<file path="config.mk">
export PLATFORM = sky130hd
export DESIGN_NAME = spi_master_sched
export DESIGN_NICKNAME = d
export VERILOG_FILES = /design/src/rtl/spi_pkg.sv /design/src/rtl/spi_rr_arbiter.sv /design/src/rtl/spi_master_sched.sv
export SDC_FILE = /design/constraint.sdc
export NUM_CORES = 1
export LEC_CHECK = 0
export ABC_AREA = 1
export BUFFER_PORTS_ARGS = -buffer_cell sky130_fd_sc_hd__buf_4
export CAP_MARGIN = 5
export CORE_UTILIZATION = 50
export CTS_CLUSTER_SIZE = 12
export DETAILED_ROUTE_END_ITERATION = 12
export PLACE_DENSITY = 0.83
export SLEW_MARGIN = 20
export SYNTH_ARGS = -nofsm -noshare
export SYNTH_HDL_FRONTEND = slang
export SYNTH_HIERARCHICAL = 1
export SYNTH_SLANG_ARGS = --single-unit
</file>
<file path="constraint.sdc">
create_clock -name clk -period 1.75 [get_ports clk]
set_clock_uncertainty 0.2 [all_clocks]
set_input_delay 0.525 -clock clk [delete_from_list [all_inputs] [get_ports clk]]
set_output_delay 0.525 -clock clk [all_outputs]
set_load 0.01 [all_outputs]
</file>
<file path="src/rtl/spi_pkg.sv">
// rtl/spi_pkg.sv - SPI mode encodings and master FSM states, shared with the slave
package spi_pkg;

  localparam logic [1:0] MODE0 = 2'b00;
  localparam logic [1:0] MODE1 = 2'b01;
  localparam logic [1:0] MODE2 = 2'b10;
  localparam logic [1:0] MODE3 = 2'b11;

  localparam int CPOL_BIT = 1;
  localparam int CPHA_BIT = 0;

  typedef enum logic [2:0] {
    ST_IDLE,
    ST_SETUP,
    ST_SHIFT,
    ST_HOLD,
    ST_GAP
  } state_e;

endpackage

</file>
<file path="src/rtl/spi_rr_arbiter.sv">
// rtl/spi_rr_arbiter.sv - combinational round-robin pick: first request at or after ptr_i, wrapping
module spi_rr_arbiter #(
  parameter int N_REQ = 2
) (
  input  logic [N_REQ-1:0]         req_i,
  input  logic [$clog2(N_REQ)-1:0] ptr_i,
  output logic [N_REQ-1:0]         gnt_o,
  output logic [$clog2(N_REQ)-1:0] idx_o,
  output logic                     valid_o
);

  localparam int IW = $clog2(N_REQ);

  logic [IW-1:0] cand;

  always_comb begin
    gnt_o   = '0;
    idx_o   = '0;
    valid_o = 1'b0;
    cand    = '0;
    for (int i = 0; i < N_REQ; i++) begin
      cand = IW'((int'(ptr_i) + i) % N_REQ);
      if (!valid_o && req_i[cand]) begin
        valid_o     = 1'b1;
        gnt_o[cand] = 1'b1;
        idx_o       = cand;
      end
    end
  end

endmodule

</file>
<file path="src/rtl/spi_master_sched.sv">
// rtl/spi_master_sched.sv - SPI master sharing one bus between N_REQ requesters, round-robin granted
module spi_master_sched import spi_pkg::*; #(
  parameter logic [1:0] mode     = MODE0,
  parameter int         bits_num = 8,
  parameter int         N_REQ    = 2,
  parameter int         CLK_DIV  = 4,
  parameter int         SS_GAP   = 2
) (
  input  logic                      clk,
  input  logic                      reset,
  input  logic [N_REQ-1:0]          req,
  input  logic [N_REQ*bits_num-1:0] req_data,
  output logic [N_REQ-1:0]          gnt,
  output logic                      busy,
  output logic                      done,
  output logic [bits_num-1:0]       rx_data,
  output logic [$clog2(N_REQ)-1:0]  rx_id,
  output logic                      sclk,
  output logic [N_REQ-1:0]          ss_n,
  output logic                      mosi,
  input  logic                      miso,
  output logic                      tx_end
);

  localparam int IW    = $clog2(N_REQ);
  localparam int DW    = $clog2(CLK_DIV);
  localparam int NEDGE = 2 * bits_num;
  localparam int EW    = $clog2(((NEDGE + 1) > SS_GAP) ? (NEDGE + 1) : SS_GAP);
  localparam logic CPOL = mode[CPOL_BIT];
  localparam logic CPHA = mode[CPHA_BIT];
  localparam logic [DW-1:0] DIV_LAST  = DW'(CLK_DIV - 1);
  localparam logic [EW-1:0] EDGE_LAST = EW'(NEDGE - 1);
  localparam logic [EW-1:0] GAP_LAST  = EW'(SS_GAP - 1);

  state_e              state_q;
  logic [DW-1:0]       div_q;
  logic [EW-1:0]       edge_q;
  logic [IW-1:0]       rr_q;
  logic [IW-1:0]       id_q;
  logic [bits_num-1:0] tx_q;
  logic [bits_num-1:0] rx_q;
  logic [N_REQ-1:0]    gnt_q;
  logic                busy_q;
  logic                done_q;
  logic [bits_num-1:0] rx_data_q;
  logic [IW-1:0]       rx_id_q;
  logic                sclk_q;
  logic [N_REQ-1:0]    ss_n_q;
  logic                mosi_q;

  logic [N_REQ-1:0] arb_gnt;
  logic [IW-1:0]    arb_idx;
  logic             arb_valid;

  spi_rr_arbiter #(.N_REQ(N_REQ)) u_arb (
    .req_i   (req),
    .ptr_i   (rr_q),
    .gnt_o   (arb_gnt),
    .idx_o   (arb_idx),
    .valid_o (arb_valid)
  );

  // edge_q counts edges already made, so the upcoming edge is leading when edge_q is even
  logic tick, leading, sample, last_edge;
  assign tick      = (div_q == DIV_LAST);
  assign leading   = ~edge_q[0];
  assign sample    = leading ^ CPHA;
  assign last_edge = (edge_q == EDGE_LAST);

  assign gnt     = gnt_q;
  assign busy    = busy_q;
  assign done    = done_q;
  assign tx_end  = done_q;
  assign rx_data = rx_data_q;
  assign rx_id   = rx_id_q;
  assign sclk    = sclk_q;
  assign ss_n    = ss_n_q;
  assign mosi    = mosi_q;

  always_ff @(posedge clk or negedge reset) begin
    if (!reset) begin
      state_q   <= ST_IDLE;
      div_q     <= '0;
      edge_q    <= '0;
      rr_q      <= '0;
      id_q      <= '0;
      tx_q      <= '0;
      rx_q      <= '0;
      gnt_q     <= '0;
      busy_q    <= 1'b0;
      done_q    <= 1'b0;
      rx_data_q <= '0;
      rx_id_q   <= '0;
      sclk_q    <= CPOL;
      ss_n_q    <= '1;
      mosi_q    <= 1'b0;
    end else begin
      gnt_q  <= '0;
      done_q <= 1'b0;
      case (state_q)
        ST_IDLE: begin
          div_q  <= '0;
          edge_q <= '0;
          if (arb_valid) begin
            gnt_q   <= arb_gnt;
            id_q    <= arb_idx;
            tx_q    <= req_data[arb_idx*bits_num +: bits_num];
            rr_q    <= (arb_idx == IW'(N_REQ - 1)) ? '0 : arb_idx + 1'b1;
            busy_q  <= 1'b1;
            state_q <= ST_SETUP;
          end
        end
        ST_SETUP: begin
          ss_n_q  <= ~(N_REQ'(1) << id_q);
          mosi_q  <= tx_q[bits_num-1];
          state_q <= ST_SHIFT;
        end
        ST_SHIFT: begin
          if (tick) begin
            div_q  <= '0;
            sclk_q <= ~sclk_q;
            edge_q <= edge_q + 1'b1;
            if (sample) begin
              rx_q <= {rx_q[bits_num-2:0], miso};
            end else if (CPHA) begin
              mosi_q <= tx_q[bits_num-1];
              tx_q   <= tx_q << 1;
            end else if (!last_edge) begin
              mosi_q <= tx_q[bits_num-2];
              tx_q   <= tx_q << 1;
            end
            if (last_edge) begin
              state_q <= ST_HOLD;
            end
          end else begin
            div_q <= div_q + 1'b1;
          end
        end
        ST_HOLD: begin
          if (tick) begin
            div_q     <= '0;
            edge_q    <= '0;
            ss_n_q    <= '1;
            done_q    <= 1'b1;
            rx_data_q <= rx_q;
            rx_id_q   <= id_q;
            state_q   <= ST_GAP;
          end else begin
            div_q <= div_q + 1'b1;
          end
        end
        ST_GAP: begin
          // edge_q is reused here to count idle half-periods
          if (tick) begin
            div_q <= '0;
            if (edge_q == GAP_LAST) begin
              edge_q  <= '0;
              busy_q  <= 1'b0;
              state_q <= ST_IDLE;
            end else begin
              edge_q <= edge_q + 1'b1;
            end
          end else begin
            div_q <= div_q + 1'b1;
          end
        end
        default: state_q <= ST_IDLE;
      endcase
    end
  end

endmodule

</file>
==> impl_metrics.tcl <==
set metrics [dict create \
    finalSetupViolations 2 \
    route.detailed.drc 0 \
    drtPass1Iterations 4 \
    post_cts_buffers 0 \
    crit_path_top_delay_cell "dfrtp_1" \
    gp_congestion 0.8520 \
    rsz0062_at_grt "true" \
    wl_per_cell_um 12.64 \
    synthXorXnorAreaFrac_pct 0.7739 \
    fin_util_pct 65.20 \
    ios 39 \
    worst-path-stages 9 \
    syn-num-nets 319 \
    cp_num_buf_inv 1 \
    seqCellArea_um2 1129 \
    initial_utilization_pct 51.98 \
    p_leak_nw 1.558 \
    die_w_um 69.28 \
    crit_start "edge_q[0]" \
    crit_type "flop to flop" \
    p_int_mw 2.709 \
    finalCritPeriodShare_pct 100.2 \
    num_vias 2003 \
    synth_top_family_by_area "simple AND/OR/NAND/NOR gates" \
    endpoint "tx_q[0]" \
    syn_area_per_cell_um2 7.699 \
    synth_mux_area_share_pct 0 \
    status "finished with violations" \
    synthTopCellsByCount "126 x nand2_1, 43 x dfrtp_1, 30 x inv_1" \
    cts_sinks 45 \
    cts-root-buf "clkbuf_8" \
    dieArea_um2 4800 \
    vias_per_cell 5.008 \
    r2r-start "edge_q[0]" \
    overflow 0 \
    timing.rr.end "tx_q[0]" \
    pre_cts_slack_ns -0.2433 \
    track_usage_pct 22.45 \
    antenna_left 0 \
    wl_um 5057 \
    multi_input_area_um2 1001 \
    setup.worst_path.start_class "flop" \
    grt_max_degree 46 \
    insertion_delay_ns 0.31 \
    diodes 0 \
    rr_worst_depth 9 \
    fin_tns_setup_ns -0.004603 \
    arrival_ns 1.76 \
    p_seq_share_pct 35.0 \
    num-fill-cells 348 \
    cts_buffer_depth 2 \
    nets 372 \
    path_clk_slew_ns 0.09 \
    cts_buffers 5 \
    p_sw_share_pct 44.44 \
    power_density_nw_per_um2 1718 \
    ctsHoldBuffers 0 \
    yosys_warnings 6 \
    synth-main-ff-cell "dfrtp_1" \
    async_flop_share_pct 100.0 \
    path_cells "ha_2 > nand2_1 > nor2_1 > ha_2 > o21ai_4 > buf_6 > nand3_4 > nand2_2 > nand2_1" \
    vdd_drop_max_uv 871.4 \
    hpwl_um 3480 \
    layout-drive-gt1-share_pct 25.86 \
    synth_cell_types 31 \
    endpoint_kind "flop" \
    drv_cap 0 \
    grt_pass1_vias 1904 \
    netlist.area_leader.share_pct 47.54 \
    reg2reg_slack_ns -0.004 \
    portBuffers 38 \
    synth_compound_area_share_pct 9.453 \
    synth_edf_count 0 \
    critical-path-top-delay-family "flip-flops" \
    synth.area.top_cells "dfrtp_1 48%, nand2_1 21%, inv_1 5.0%" \
    antenna_found_initial 0 \
    hold_violations 5 \
    syn_area_um2 2263 \
    synth_fa_ha_area_share_pct 2.211 \
    failed_checks "hold timing, setup timing" \
    fp.dieH_um 69.28 \
    ys_seq_elements 45 \
    setup_ws_ns -0.004198 \
    cts_tree "yes" \
    yosys.area.top_type "dfrtp_1" \
    yosys.area_share.simple_pct 28.75 \
    row_count 24 \
    period_needed_ns 1.754 \
    dr.first_iter.drc_count 136 \
    hold-worst-slack_ns -0.001733 \
    slowest_delay_ns 0.39 \
    power_frac_comb_pct 51.5 \
    worst_pin_slew_ns 0.5592 \
    clkPwrFrac_pct 13.6 \
    grt_pass1_wl_um 8438 \
    required_ns 1.75 \
    synthMostInstantiatedCell "nand2_1" \
    core_um2 4354 \
    syn_to_final_growth_pct 25.43 \
    ys_seq_area_share_pct 49.86 \
    p_sw_mw 2.167 \
    htree_levels 2 \
    hold_path_class "primary input to asynchronous set/reset pin" \
    timing.slew.headroom_pct 62.72 \
    fmax_mhz 570.1 \
    cp_max_fo 8 \
    synthCells 294 \
    slew_viol_final 0 \
]
## through the flow
| stage | power [mW] | area [um2] | cells |
|---|---|---|---|
| 2_1_floorplan | 3.238 | 2268 | 294 |
| 3_3_place_gp | 3.909 | 2681 | 392 |
| 3_5_place_dp | 4.001 | 2681 | 392 |
| 4_1_cts | 4.762 | 2798 | 400 |
| 5_1_grt | 5.253 | 2839 | 400 |
| 6_report | 4.876 | 2839 | 400 |
## metal layers
metal	global-route usage [%]	wire length [um]	up-vias
li1	-	-	1016
met1	29.32	2275	938
met4	6.803	54	0
met5	0	0	-
met2	36.46	2525	44
met3	6.250	202	5
## power by group through the flow
stage	logic, mW	registers (mW)	clock network, mW
detailed placement	2.29	1.71	0
finish	2.51	1.70	0.663
global placement	2.21	1.70	0
CTS	2.39	1.69	0.676
floorplan	1.50	1.74	0
global route	2.79	1.74	0.721
## what timing repair did
item                                    in CTS  in global routing
gates resized for setup                      7                  9
cloned                                       0                  0
pin swaps                                    2                  8
endpoints found under the setup margin       8                 17
## worst min path at each step
stage           from          to  slack [ns]  depth (start not counted)
4_1_cts        reset    div_q[1]        0.02                          1
6_report       reset        busy      -0.002                          1
2_1_floorplan  reset        busy        0.03                          0
5_1_grt        reset  rx_data[7]        0.04                          1
3_3_place_gp    id_q     ss_n[1]        0.25                          1
3_5_place_dp    id_q     ss_n[1]        0.26                          1
## cell usage in the layout, fill, tap and decap left out
cell type	instances
o21ai_2	1
nor2_4	1
a21oi_2	2
nor2_2	1
o21ai_0	21
inv_2	4
o211ai_1	2
nor2b_4	1
nand2_2	6
inv_6	1
nand2_1	121
buf_4	54
o21ai_1	1
buf_6	1
nand3_1	8
nor2_1	15
o21a_1	1
dfrtp_1	43
o22ai_1	1
xor2_1	1
a21oi_1	7
nand3_4	2
clkinvlp_4	1
nand2_4	2
nand4_1	3
ha_2	2
xnor2_1	1
clkinv_2	1
o21ai_4	2
inv_4	1
clkbuf_8	5
clkinv_1	1
inv_1	30
ha_1	2
dfstp_2	2
## state kept, by name (all words and copies together), names as in the netlist
name / flops
done: 1
tx_q: 8
mosi: 1
busy: 1
div_q: 2
edge_q: 5
rx_q: 8
ss_n: 2
rx_id: 1
state_q: 3
gnt: 2
id_q: 1
rx_data: 8
sclk: 1
rr_q: 1
## cells by family after synthesis
kind of cell	count (synthesis)
simple gates	160
buf+inv	45
xor+xnor	2
flops	45
fa+ha+maj	4
compound gates	38
## final cells by class
type                       instances  share of cell area (%)
timing repair buffer              55                   14.68
clock inverter                     3                  0.7492
multi-input combinational        204                   35.26
inverter                          36                   4.848
sequential                        45                   39.75
tap                               52                   2.292
clock buffer                       5                   2.424
No activity file was read; power rests on OpenSTA's default activity.
